--- src/rtl/crypto_wallet_gpio_in_conditioner.sv ---
// GPIO pin conditioner: 2-flop sync, per-bit debounce, qualified edge capture, and a maskable irq.
// Avalon-MM slave with registered readdata (1-cycle read latency). Writes take effect at the strobe edge.
module crypto_wallet_gpio_in_conditioner #(
  parameter int WIDTH           = 2,
  parameter int DEBOUNCE_CYCLES = 50000,
  parameter int CNT_W           = 16
) (
  input  logic             clk,
  input  logic             reset_n,
  input  logic [WIDTH-1:0] pin_in,
  input  logic [1:0]       address,
  input  logic             chipselect,
  input  logic             write_n,
  input  logic [31:0]      writedata,
  output logic [31:0]      readdata,
  output logic [WIDTH-1:0] level_out,
  output logic             irq
);

  localparam logic [CNT_W-1:0] LP_CNT_MAX   = CNT_W'(DEBOUNCE_CYCLES - 1);
  localparam logic [1:0]       LP_ADDR_DATA = 2'd0;
  localparam logic [1:0]       LP_ADDR_MASK = 2'd1;
  localparam logic [1:0]       LP_ADDR_CAP  = 2'd2;
  localparam logic [1:0]       LP_ADDR_CFG  = 2'd3;

  logic [WIDTH-1:0]   r_sync1;
  logic [WIDTH-1:0]   r_sync2;
  logic [WIDTH-1:0]   r_stable;
  logic [WIDTH-1:0]   r_stable_d;
  logic [CNT_W-1:0]   r_cnt [WIDTH];
  logic [WIDTH-1:0]   r_edge_capture;
  logic [WIDTH-1:0]   r_irq_mask;
  logic [2*WIDTH-1:0] r_edge_cfg;
  logic [31:0]        r_readdata;

  logic               w_wr;
  logic [WIDTH-1:0]   w_rise;
  logic [WIDTH-1:0]   w_fall;
  logic [WIDTH-1:0]   w_event;
  logic [WIDTH-1:0]   w_w1c;
  logic [31:0]        w_rdata;
  logic               w_unused_wdata;

  assign w_wr           = chipselect & ~write_n;
  assign w_unused_wdata = ^writedata[31:2*WIDTH];

  // A level is accepted only after DEBOUNCE_CYCLES consecutive mismatching samples.
  always_ff @(posedge clk or negedge reset_n) begin
    if (!reset_n) begin
      r_sync1  <= '0;
      r_sync2  <= '0;
      r_stable <= '0;
      for (int i = 0; i < WIDTH; i++) r_cnt[i] <= '0;
    end else begin
      r_sync1 <= pin_in;
      r_sync2 <= r_sync1;
      for (int i = 0; i < WIDTH; i++) begin
        if (r_sync2[i] == r_stable[i]) begin
          r_cnt[i] <= '0;
        end else if (r_cnt[i] == LP_CNT_MAX) begin
          r_stable[i] <= r_sync2[i];
          r_cnt[i]    <= '0;
        end else begin
          r_cnt[i] <= r_cnt[i] + CNT_W'(1);
        end
      end
    end
  end

  assign w_rise  = r_stable & ~r_stable_d;
  assign w_fall  = ~r_stable & r_stable_d;
  assign w_event = (w_rise & r_edge_cfg[WIDTH-1:0]) | (w_fall & r_edge_cfg[2*WIDTH-1:WIDTH]);
  assign w_w1c   = (w_wr && address == LP_ADDR_CAP) ? writedata[WIDTH-1:0] : '0;

  always_comb begin
    w_rdata = '0;
    case (address)
      LP_ADDR_DATA: w_rdata[WIDTH-1:0]   = r_stable;
      LP_ADDR_MASK: w_rdata[WIDTH-1:0]   = r_irq_mask;
      LP_ADDR_CAP:  w_rdata[WIDTH-1:0]   = r_edge_capture;
      default:      w_rdata[2*WIDTH-1:0] = r_edge_cfg;
    endcase
  end

  // A new event on the same edge as a W1C keeps the capture bit set.
  always_ff @(posedge clk or negedge reset_n) begin
    if (!reset_n) begin
      r_stable_d     <= '0;
      r_edge_capture <= '0;
      r_irq_mask     <= '0;
      r_edge_cfg     <= '0;
      r_readdata     <= '0;
    end else begin
      r_stable_d     <= r_stable;
      r_edge_capture <= (r_edge_capture & ~w_w1c) | w_event;
      r_readdata     <= w_rdata;
      if (w_wr && address == LP_ADDR_MASK) r_irq_mask <= writedata[WIDTH-1:0];
      if (w_wr && address == LP_ADDR_CFG)  r_edge_cfg <= writedata[2*WIDTH-1:0];
    end
  end

  assign readdata  = r_readdata;
  assign level_out = r_stable;
  assign irq       = |(r_edge_capture & r_irq_mask);

endmodule
--- config.mk ---
export PLATFORM = sky130hd
export DESIGN_NAME = crypto_wallet_gpio_in_conditioner
export DESIGN_NICKNAME = d
export VERILOG_FILES = /design/src/rtl/crypto_wallet_gpio_in_conditioner.sv
export SDC_FILE = /design/constraint.sdc
export NUM_CORES = 1
export LEC_CHECK = 0
export ABC_CLOCK_PERIOD_IN_PS = 2550
export BUFFER_PORTS_ARGS = -buffer_cell sky130_fd_sc_hd__buf_4
export CORE_MARGIN = 8
export CORE_UTILIZATION = 51
export DETAILED_ROUTE_END_ITERATION = 10
export PLACE_DENSITY = 0.79
export RECOVER_POWER = 100
export SYNTH_ARGS = -nofsm -noshare
export SYNTH_HDL_FRONTEND = slang
export SYNTH_SLANG_ARGS = --single-unit
--- constraint.sdc ---
create_clock -name clk -period 2.55 [get_ports clk]
set_clock_uncertainty 0.1 [all_clocks]
set_input_delay 0.51 -clock clk [delete_from_list [all_inputs] [get_ports clk]]
set_output_delay 0.51 -clock clk [all_outputs]
set_load 0.005 [all_outputs]
==> flow_metrics.env, run 1 <==
export IMPL_status="finished, final reports clean"
export IMPL_dpl_hpwl_mm=3.08
export IMPL_syn_inst=238
export IMPL_fin_ws_ps=476
export IMPL_cts_tree="done"
export IMPL_tightest_slew_ps=1220
export IMPL_p_leak_nw=1.23
export IMPL_seq_area_frac_synth_pct=51.1
export IMPL_power_mw=1.60
export IMPL_rr_startpoint="r_cnt[28]"
export IMPL_synth_warnings=0
export IMPL_drive_gt1_share_pct=14.5
export IMPL_die_h_um=86.7
export IMPL_crit_required_ps=2640
export IMPL_final_cells=329
export IMPL_dieArea_um2=7510
export IMPL_cts_resized=0
export IMPL_postCtsHoldBufs=0
export IMPL_hold_start="pin_in[1]"
export IMPL_post_cts_buffers=0
export IMPL_synth_edf_count=0
export IMPL_syn_area_um2=2550
export IMPL_finalHoldWorstSlack_ps=229
export IMPL_critical_path_cell_chain="nor4b_1, nand3b_1, nor4_1, mux2_2"
export IMPL_routedWlPerCell_um=13.0
export IMPL_place_gp_congestion=0.814
export IMPL_power_density_nw_per_um2=579
export IMPL_path_class="flip-flop to flip-flop"
export IMPL_pre_cts_ws_ps=608
export IMPL_drc=0
export IMPL_reg2reg_to="level_out[0]"
export IMPL_ir_worst_vdd_mv=0.504
export IMPL_critical_path_max_stage_delay_ps=440
export IMPL_utilization_pct=58.1
export IMPL_io_buffers=18
export IMPL_core_rowCount=25
export IMPL_diodes=0
export IMPL_synth_area_leaders="dfrtp_1, buf_4, xnor2_1, nor2_1, mux2_2"
export IMPL_initial_core_util_pct=53.6
export IMPL_cts_buffers_inserted=5
export IMPL_setup_worst_path_end_class="flip-flop"
export IMPL_path_clk_slew_ps=90
export IMPL_fillers=420
export IMPL_critPathLaunchType="flip-flop"
export IMPL_avgViaCountPerCell=5.05
export IMPL_rsz0062_at_grt="false"
export IMPL_synth_most_common_cell="dfrtp_1"
export IMPL_fmax_mhz=482
export IMPL_crit_slowest_cell="dfrtp_1"
export IMPL_synth_top_area_cell="dfrtp_1"
export IMPL_fin_area_um2=2760
export IMPL_hold_class="input pin to flip-flop"
export IMPL_endpoint="level_out[0]"
export IMPL_core_area_um2=4750
export IMPL_dpl_cell_area_um2=2650
export IMPL_die_x_um=86.7
export IMPL_yosysUniqueCellTypes=30
export IMPL_cpLargestDelayFamily="simple AND/OR/NAND/NOR gates"
export IMPL_cts_root_buf="clkbuf_8"
export IMPL_fin_setup_tns_ps=0
export IMPL_routed_wl_mm=4.29
export IMPL_antenna_found_initial=0
export IMPL_dr_pass1_iters=4
export IMPL_path_buf_inv=0
export IMPL_ant_nets=0
export IMPL_rr_worst_depth=4
export IMPL_worstPathMaxFanout=4
export IMPL_syn_to_final_growth_pct=8.40
export IMPL_fin_crit_ps=2070
export IMPL_htree_levels=2
export IMPL_hold_viol=0
export IMPL_gr_usage_all_layers_pct=11.9
export IMPL_relSlewSlack_pct=18.8
export IMPL_async_flop_share_pct=100
export IMPL_grt_max_degree=53
export IMPL_post_synth_cell_area_avg_um2=10.7
export IMPL_io_pins=75
export IMPL_insertion_delay_ps=300
export IMPL_synthFlopType="dfrtp_1"
export IMPL_setup_viol=0
export IMPL_clk_path_buf_depth=2
export IMPL_crit_path_start="r_cnt[28]"
export IMPL_dp_cells=321
export IMPL_fin_crit_sh_pct=81.3
export IMPL_grt_first_pass_wirelength_mm=7.20
export IMPL_grt_ovfl_total=0
export IMPL_cts_sinks=52
export IMPL_route_vias_total=1662
export IMPL_nets=303
export IMPL_timing_final_max_slew_violations=0
export IMPL_r2r_slack_ps=480
export IMPL_synthTopCellsByCount="dfrtp_1, nor2_1, buf_4, xnor2_1"
export IMPL_arrival_ps=2160
export IMPL_synth_top_area_share_pct=51.1
export IMPL_ys_ff_latch=52
export IMPL_drv_cap=0
export IMPL_cp_depth=4
export IMPL_dr_first_iter_drc_count=86
export IMPL_grt_pass1_vias=1661
flip-flops by register name, summed over array words and instances (netlist names):
| register | flops |
|---|---|
| level_out | 2 |
| r_cnt | 32 |
| r_edge_capture | 2 |
| r_edge_cfg | 4 |
| r_irq_mask | 2 |
| r_stable_d | 2 |
| r_sync1 | 2 |
| r_sync2 | 2 |
| readdata | 4 |
cell usage in the layout, fill, tap and decap left out, types with 2 or more instances in the layout:
cell | netlist | layout
xnor2_1 | 24 | 24
clkbuf_8 | 0 | 6
xor2_1 | 6 | 6
inv_1 | 5 | 5
nor3_1 | 9 | 9
nand3_1 | 14 | 14
nor2b_1 | 2 | 2
nor4_1 | 8 | 8
nor4b_1 | 2 | 3
mux4_2 | 2 | 2
nand4_1 | 9 | 9
and3_1 | 5 | 5
nand2_1 | 14 | 14
dfrtp_1 | 52 | 52
buf_4 | 28 | 8
nor2_1 | 35 | 35
clkbuf_4 | 0 | 10
conb_1 | 1 | 28
mux2_2 | 8 | 8
ha_1 | 2 | 2
per-layer routing:
metal / wire length, µm / vias up / track usage (%)
li1: - / 804 / -
met3: 238 / 6 / 2.17
met2: 2020 / 53 / 20.1
met5: 0 / - / 0
met1: 1960 / 799 / 14.1
met4: 77 / 0 / 6.10
report_power, final:
group          leakage (nW)  switching [mW]  internal, mW
clock                0.0614           0.259         0.321
sequential            0.696          0.0303         0.866
combinational         0.471          0.0608        0.0598
total                  1.23           0.350          1.25
worst min path at each step:
stage,endpoint,slack (ps),cells past startpoint
after floorplan,level_out[0],110,0
after global placement,r_sync2[0],230,0
after detailed placement,r_sync2[0],240,0
after CTS,r_cnt[2],140,1
after global routing,r_sync1[1],220,1
final,r_sync1[1],230,1
area by class of cell:
| type | instances | area [µm²] | area share (%) |
|---|---|---|---|
| Clock buffer | 6 | 82.6 | 2.99 |
| Clock inverter | 2 | 38.8 | 1.41 |
| Inverter | 5 | 18.8 | 0.680 |
| Multi-Input combinational cell | 178 | 1090 | 39.7 |
| Sequential cell | 52 | 1300 | 47.1 |
| Tap cell | 67 | 83.8 | 3.04 |
| Timing Repair Buffer | 19 | 140 | 5.08 |
worst register-to-register path: stages, from the launching register on:
cell and delay [ps]:
dfrtp_1 440, nor4b_1 410, nand3b_1 210, nor4_1 430, mux2_2 380
cells by family after synthesis:
logic type	after synthesis	synth area share (%)
buffers and inverters	35	9.63
AOI/OAI and AO/OA	5	2.31
and+or+nand+nor	103	20.2
DFF	52	51.1
other	1	0.147
adders and majority gates	2	0.983
xor gates and xnor gates	30	10.3
muxes	10	5.31
Power figures use the tool's default switching activity.
==> run 2, diff against run 1 <==
--- a/config.mk
+++ b/config.mk
@@ -5,12 +5,12 @@
 export SDC_FILE = /design/constraint.sdc
 export NUM_CORES = 1
 export LEC_CHECK = 0
-export ABC_CLOCK_PERIOD_IN_PS = 2550
+export ABC_CLOCK_PERIOD_IN_PS = 1800
 export BUFFER_PORTS_ARGS = -buffer_cell sky130_fd_sc_hd__buf_4
 export CORE_MARGIN = 8
-export CORE_UTILIZATION = 51
+export CORE_UTILIZATION = 46
 export DETAILED_ROUTE_END_ITERATION = 10
-export PLACE_DENSITY = 0.79
+export PLACE_DENSITY = 0.75
 export RECOVER_POWER = 100
 export SYNTH_ARGS = -nofsm -noshare
 export SYNTH_HDL_FRONTEND = slang
==> constraint.sdc (replaced) <==
create_clock -name clk -period 1.8 [get_ports clk]
set_clock_uncertainty 0.1 [all_clocks]
set_input_delay 0.36 -clock clk [delete_from_list [all_inputs] [get_ports clk]]
set_output_delay 0.36 -clock clk [all_outputs]
set_load 0.005 [all_outputs]
==> run 2 against run 1 <==
Net effect:
- register-to-register slack got worse by 390 ps
- hold slack lost 160 ps
- setup slack got worse by 390 ps
- sequential cell count unchanged
- highest routed layer unchanged
==> flow_metrics.env, run 2 (same netlist as run 1, synthesis figures left out) <==
export IMPL_utilization_pct=52.4
export IMPL_io_buffers=18
export IMPL_fmax_mhz=584
export IMPL_antenna_found_initial=0
export IMPL_grt_first_pass_wirelength_mm=7.89
export IMPL_initial_core_util_pct=46.8
export IMPL_critPathLaunchType="flip-flop"
export IMPL_cts_root_buf="clkbuf_8"
export IMPL_gr_usage_all_layers_pct=11.4
export IMPL_final_common_cell="dfrtp_1"
export IMPL_dpl_hpwl_mm=3.26
export IMPL_grt_pass1_vias=1817
export IMPL_rsz0062_at_grt="true"
export IMPL_fin_crit_sh_pct=95.2
export IMPL_grt_max_degree=53
export IMPL_ant_nets=0
export IMPL_status="finished, final reports clean"
export IMPL_path_clk_slew_ps=100
export IMPL_worstPathMaxFanout=11
export IMPL_fillers=479
export IMPL_syn_to_final_growth_pct=11.9
export IMPL_timing_final_max_slew_violations=0
export IMPL_r2r_slack_ps=90
export IMPL_rr_worst_depth=5
export IMPL_hold_class="input pin to flip-flop"
export IMPL_setup_worst_path_end_class="flip-flop"
export IMPL_cts_sinks=52
export IMPL_nets=315
export IMPL_largest_reg_flops=32
export IMPL_crit_required_ps=1890
export IMPL_fin_ws_ps=86.9
export IMPL_dr_first_iter_drc_count=93
export IMPL_pre_cts_ws_ps=31.6
export IMPL_ir_worst_vdd_mv=0.552
export IMPL_fin_crit_ps=1710
export IMPL_layout_common_cells="dfrtp_1, nor2_1, conb_1"
export IMPL_p_leak_nw=1.28
export IMPL_power_density_nw_per_um2=747
export IMPL_die_h_um=90.4
export IMPL_clk_path_buf_depth=2
export IMPL_seq_area_um2=1300
export IMPL_dp_cells=337
export IMPL_drive_gt1_share_pct=18.2
export IMPL_place_gp_congestion=0.820
export IMPL_hold_viol=0
export IMPL_tightest_slew_ps=708
export IMPL_cts_tree="done"
export IMPL_regMostFlops="r_cnt"
export IMPL_rr_startpoint="r_cnt[28]"
export IMPL_drc=0
export IMPL_multi_input_area_um2=1110
export IMPL_finalHoldWorstSlack_ps=72.8
export IMPL_arrival_ps=1800
export IMPL_io_pins=75
export IMPL_diodes=0
export IMPL_dpl_cell_area_um2=2740
export IMPL_dr_pass1_iters=4
export IMPL_route_vias_total=1714
export IMPL_core_area_um2=5440
export IMPL_dieArea_um2=8170
export IMPL_relSlewSlack_pct=52.8
export IMPL_fin_setup_tns_ps=0
export IMPL_final_cells=346
export IMPL_hold_path_depth=1
export IMPL_core_rowCount=27
export IMPL_path_class="flip-flop to flip-flop"
export IMPL_power_mw=2.13
export IMPL_drv_cap=0
export IMPL_insertion_delay_ps=310
export IMPL_cts_buffers_inserted=5
export IMPL_die_x_um=90.4
export IMPL_avgViaCountPerCell=4.95
export IMPL_crit_path_start="r_cnt[28]"
export IMPL_hold_start="pin_in[1]"
export IMPL_routed_wl_mm=4.44
export IMPL_grt_ovfl_total=0
export IMPL_setup_viol=0
export IMPL_routedWlPerCell_um=12.8
export IMPL_htree_levels=2
export IMPL_fin_area_um2=2850
export IMPL_reg2reg_to="r_cnt[31]"
export IMPL_hold_end="r_sync1[1]"
-- run 2: cell types whose count changed in the layout (fill, tap and decap cells not counted), sizes merged --
cell         before  now
buf               8   19
dlygate4sd3       0    1
inv               5    7
bufinv            1    0
clkinv            1    0
-- run 2: what timing repair did --
action                                  in CTS  in global routing
resized for setup                            0                  3
endpoints found under the setup margin       0                 13
hold buffers                                 1                  0
hold endpoints to repair                     6                  0
buffers inserted                             0                  0
-- run 2: layout make-up --
class                   instances  share of cell area [%]
inverters                       5                   0.659
flip-flops and latches         52                    45.7
repair buffers                 31                    8.26
multi-input cells             178                    39.1
clock inverters                 2                   0.615
well taps                      72                    3.16
clock buffers                   6                    2.55
-- run 2: how the worst max path moves through the flow --
stage                        end  slack (ps)  depth (start not counted)
floorplan              r_cnt[30]          50                          4
global placement    level_out[0]          40                          4
detailed placement  level_out[0]          30                          4
CTS                 level_out[0]          20                          4
global route           r_cnt[31]         -40                          5
finish                 r_cnt[31]          90                          5
-- run 2: critical path, cell delays in order, from the launching register on --
cell and delay [ps]:
dfrtp_1 400, nor4b_2 260, nand3b_1 190, o41ai_4 400, buf_6 190, nor2_1 60
-- run 2: routing by layer --
metal  wire [µm]  part of all wire, %  GRT usage, %
met1        1970                   44          12.6
met2        2170                   49          19.6
met3         235                  5.3          4.07
met4          67                  1.5          4.58
met5           0                    0             0
-- run 2: where the power goes --
group	internal (mW)	switching, mW	total, mW
logic	0.0890	0.0894	0.178
registers	1.23	0.0424	1.27
clock network	0.285	0.395	0.681
total	1.60	0.527	2.13
==> run 3, diff against run 2 <==
--- a/config.mk
+++ b/config.mk
@@ -8,9 +8,10 @@
 export ABC_CLOCK_PERIOD_IN_PS = 1800
 export BUFFER_PORTS_ARGS = -buffer_cell sky130_fd_sc_hd__buf_4
 export CORE_MARGIN = 8
-export CORE_UTILIZATION = 46
+export CORE_UTILIZATION = 48
+export CTS_BUF_LIST = sky130_fd_sc_hd__clkbuf_8
 export DETAILED_ROUTE_END_ITERATION = 10
-export PLACE_DENSITY = 0.75
+export PLACE_DENSITY = 0.78
 export RECOVER_POWER = 100
 export SYNTH_ARGS = -nofsm -noshare
 export SYNTH_HDL_FRONTEND = slang
==> run 3 against run 2 <==
Net effect:
- cell count fell by 0.87%
- die area down 3.4%
- setup slack worse by 25 ps
==> flow_metrics.env, run 3 (same netlist as run 1, synthesis figures left out) <==
export IMPL_dieArea_um2=7890
export IMPL_crit_required_ps=1890
export IMPL_p_sw_mw=0.493
export IMPL_final_common_cell="dfrtp_1"
export IMPL_cts_buffers_inserted=5
export IMPL_io_pins=75
export IMPL_rr_startpoint="r_cnt[26]"
export IMPL_core_area_um2=5110
export IMPL_grt_pass1_vias=1708
export IMPL_layout_common_cells="dfrtp_1, nor2_1, conb_1"
export IMPL_hold_path_depth=1
export IMPL_r2r_slack_ps=60
export IMPL_route_vias_total=1730
export IMPL_path_class="flip-flop to flip-flop"
export IMPL_critPathLaunchType="flip-flop"
export IMPL_cpLargestDelayFamily="simple AND/OR/NAND/NOR gates"
export IMPL_grt_ovfl_total=0
export IMPL_syn_to_final_growth_pct=11.6
export IMPL_dpl_hpwl_mm=3.24
export IMPL_worstPathMaxFanout=2
export IMPL_reg2reg_to="level_out[0]"
export IMPL_dr_pass1_iters=4
export IMPL_ant_nets=0
export IMPL_fmax_mhz=575
export IMPL_busiest_layer="met2"
export IMPL_die_h_um=88.8
export IMPL_relSlewSlack_pct=54.3
export IMPL_io_buffers=18
export IMPL_crit_slowest_cell="or3_1"
export IMPL_critical_path_cell_chain="or3_1, nor4_2, mux2_2"
export IMPL_drive_gt1_share_pct=16.5
export IMPL_regMostFlops="r_cnt"
export IMPL_p_int_mw=1.72
export IMPL_clockPowerShare_pct=34.7
export IMPL_largest_reg_flops=32
export IMPL_clk_path_buf_depth=2
export IMPL_fillers=450
export IMPL_routed_wl_mm=4.49
export IMPL_grt_util_met3_pct=4.46
export IMPL_cts_tree="done"
export IMPL_rr_worst_depth=3
export IMPL_cts_sinks=52
export IMPL_grt_max_degree=53
export IMPL_ir_worst_vdd_mv=0.713
export IMPL_diodes=0
export IMPL_rsz0062_at_grt="false"
export IMPL_tightest_slew_ps=685
export IMPL_htree_levels=2
export IMPL_hold_viol=0
export IMPL_setup_worst_path_end_class="flip-flop"
export IMPL_antenna_found_initial=0
export IMPL_critical_path_max_stage_delay_ps=450
export IMPL_fin_crit_sh_pct=96.6
export IMPL_timing_final_max_slew_violations=0
export IMPL_cp_depth=3
export IMPL_nets=314
export IMPL_gr_usage_all_layers_pct=12.6
export IMPL_grtUsageMet1_pct=15.4
export IMPL_p_leak_nw=1.27
export IMPL_fin_area_um2=2840
export IMPL_grt_first_pass_wirelength_mm=7.80
export IMPL_use_met2_pct=19.7
export IMPL_switching_share_pct=22.3
export IMPL_place_gp_congestion=0.798
export IMPL_hold_class="input pin to flip-flop"
export IMPL_power_density_nw_per_um2=779
export IMPL_dr_first_iter_drc_count=134
export IMPL_path_clk_slew_ps=90
export IMPL_dpl_cell_area_um2=2730
export IMPL_core_rowCount=26
export IMPL_arrival_ps=1830
export IMPL_initial_core_util_pct=49.9
export IMPL_dp_cells=334
export IMPL_p_seq_share_pct=57.5
export IMPL_final_cells=343
export IMPL_cts_root_buf="clkbuf_8"
export IMPL_drv_cap=0
export IMPL_avgViaCountPerCell=5.04
export IMPL_status="finished, final reports clean"
export IMPL_p_comb_share_pct=7.9
export IMPL_fin_setup_tns_ps=0
export IMPL_hold_end="r_sync1[0]"
export IMPL_hold_start="pin_in[0]"
export IMPL_drc=0
export IMPL_die_x_um=88.8
export IMPL_path_buf_inv=0
export IMPL_insertion_delay_ps=300
export IMPL_routedWlPerCell_um=13.1
export IMPL_fin_crit_ps=1740
export IMPL_setup_viol=0
-- run 3: changes by cell type in the layout (fill, tap and decap cells not counted) --
cell       previous run  this run
buf_4                18        16
clkbuf_1              2         5
bufinv_16             0         1
inv_6                 2         0
clkinv_2              0         1
clkbuf_4             10         7
inv_1                 5         6
-- run 3: layout make-up --
class / count / area, µm² / area share, %
clock buffer: 5 / 68.8 / 2.42
inverter: 5 / 18.8 / 0.661
sequential: 52 / 1300 / 45.8
timing repair buffer: 30 / 213 / 7.49
clock inverter: 3 / 38.8 / 1.37
tap: 70 / 87.6 / 3.08
multi-input combinational: 178 / 1110 / 39.2
-- run 3: worst max path at each step --
| stage | startpoint | endpoint | slack, ps |
|---|---|---|---|
| 2_1_floorplan | r_cnt[26] | r_cnt[30] | 50 |
| 3_3_place_gp | r_cnt[28] | level_out[0] | -20 |
| 5_1_grt | r_cnt[26] | r_cnt[26] | 3 |
| 6_report | r_cnt[26] | level_out[0] | 60 |
| 4_1_cts | r_cnt[28] | r_cnt[19] | 30 |
| 3_5_place_dp | r_cnt[28] | level_out[0] | -10 |
-- run 3: what timing repair did --
item | CTS | global route
hold buffers | 1 | 0
buffers inserted | 0 | 0
resized for setup | 1 | 2
setup endpoints to repair | 1 | 16
endpoints found under the hold margin | 7 | 0
pin swaps | 2 | 2
-- run 3: worst register-to-register path, cell delays in order (launching register included) --
cell and delay [ps]:
dfrtp_1 390, or3_1 450, nor4_2 320, mux2_2 370
-- run 3: power groups by stage --
stage,sequential [mW],combinational (mW),clock [mW]
after global routing,1.28,0.199,0.829
after floorplan,1.28,0.140,0
after detailed placement,1.29,0.182,0
final,1.27,0.174,0.767
after CTS,1.27,0.183,0.787
after global placement,1.29,0.177,0
-- run 3: per-stage QoR --
step,hold slack (ps),power [mW],setup slack [ps],util (%)
2_1_floorplan,-35.6,1.42,47.6,-
5_1_grt,68.4,2.31,3.23,55.6
3_3_place_gp,235,1.47,-22.1,53.4
3_5_place_dp,239,1.47,-13.9,53.4
4_1_cts,54.1,2.24,31.1,55.8
6_report,83.3,2.21,61.8,55.6
-- run 3: metal layers --
metal	share of wire, %	wire length [µm]	vias up
met1	45	2010	838
met4	1.9	86	0
li1	-	-	830
met2	46	2060	52
met5	0	0	-
met3	7.4	333	10
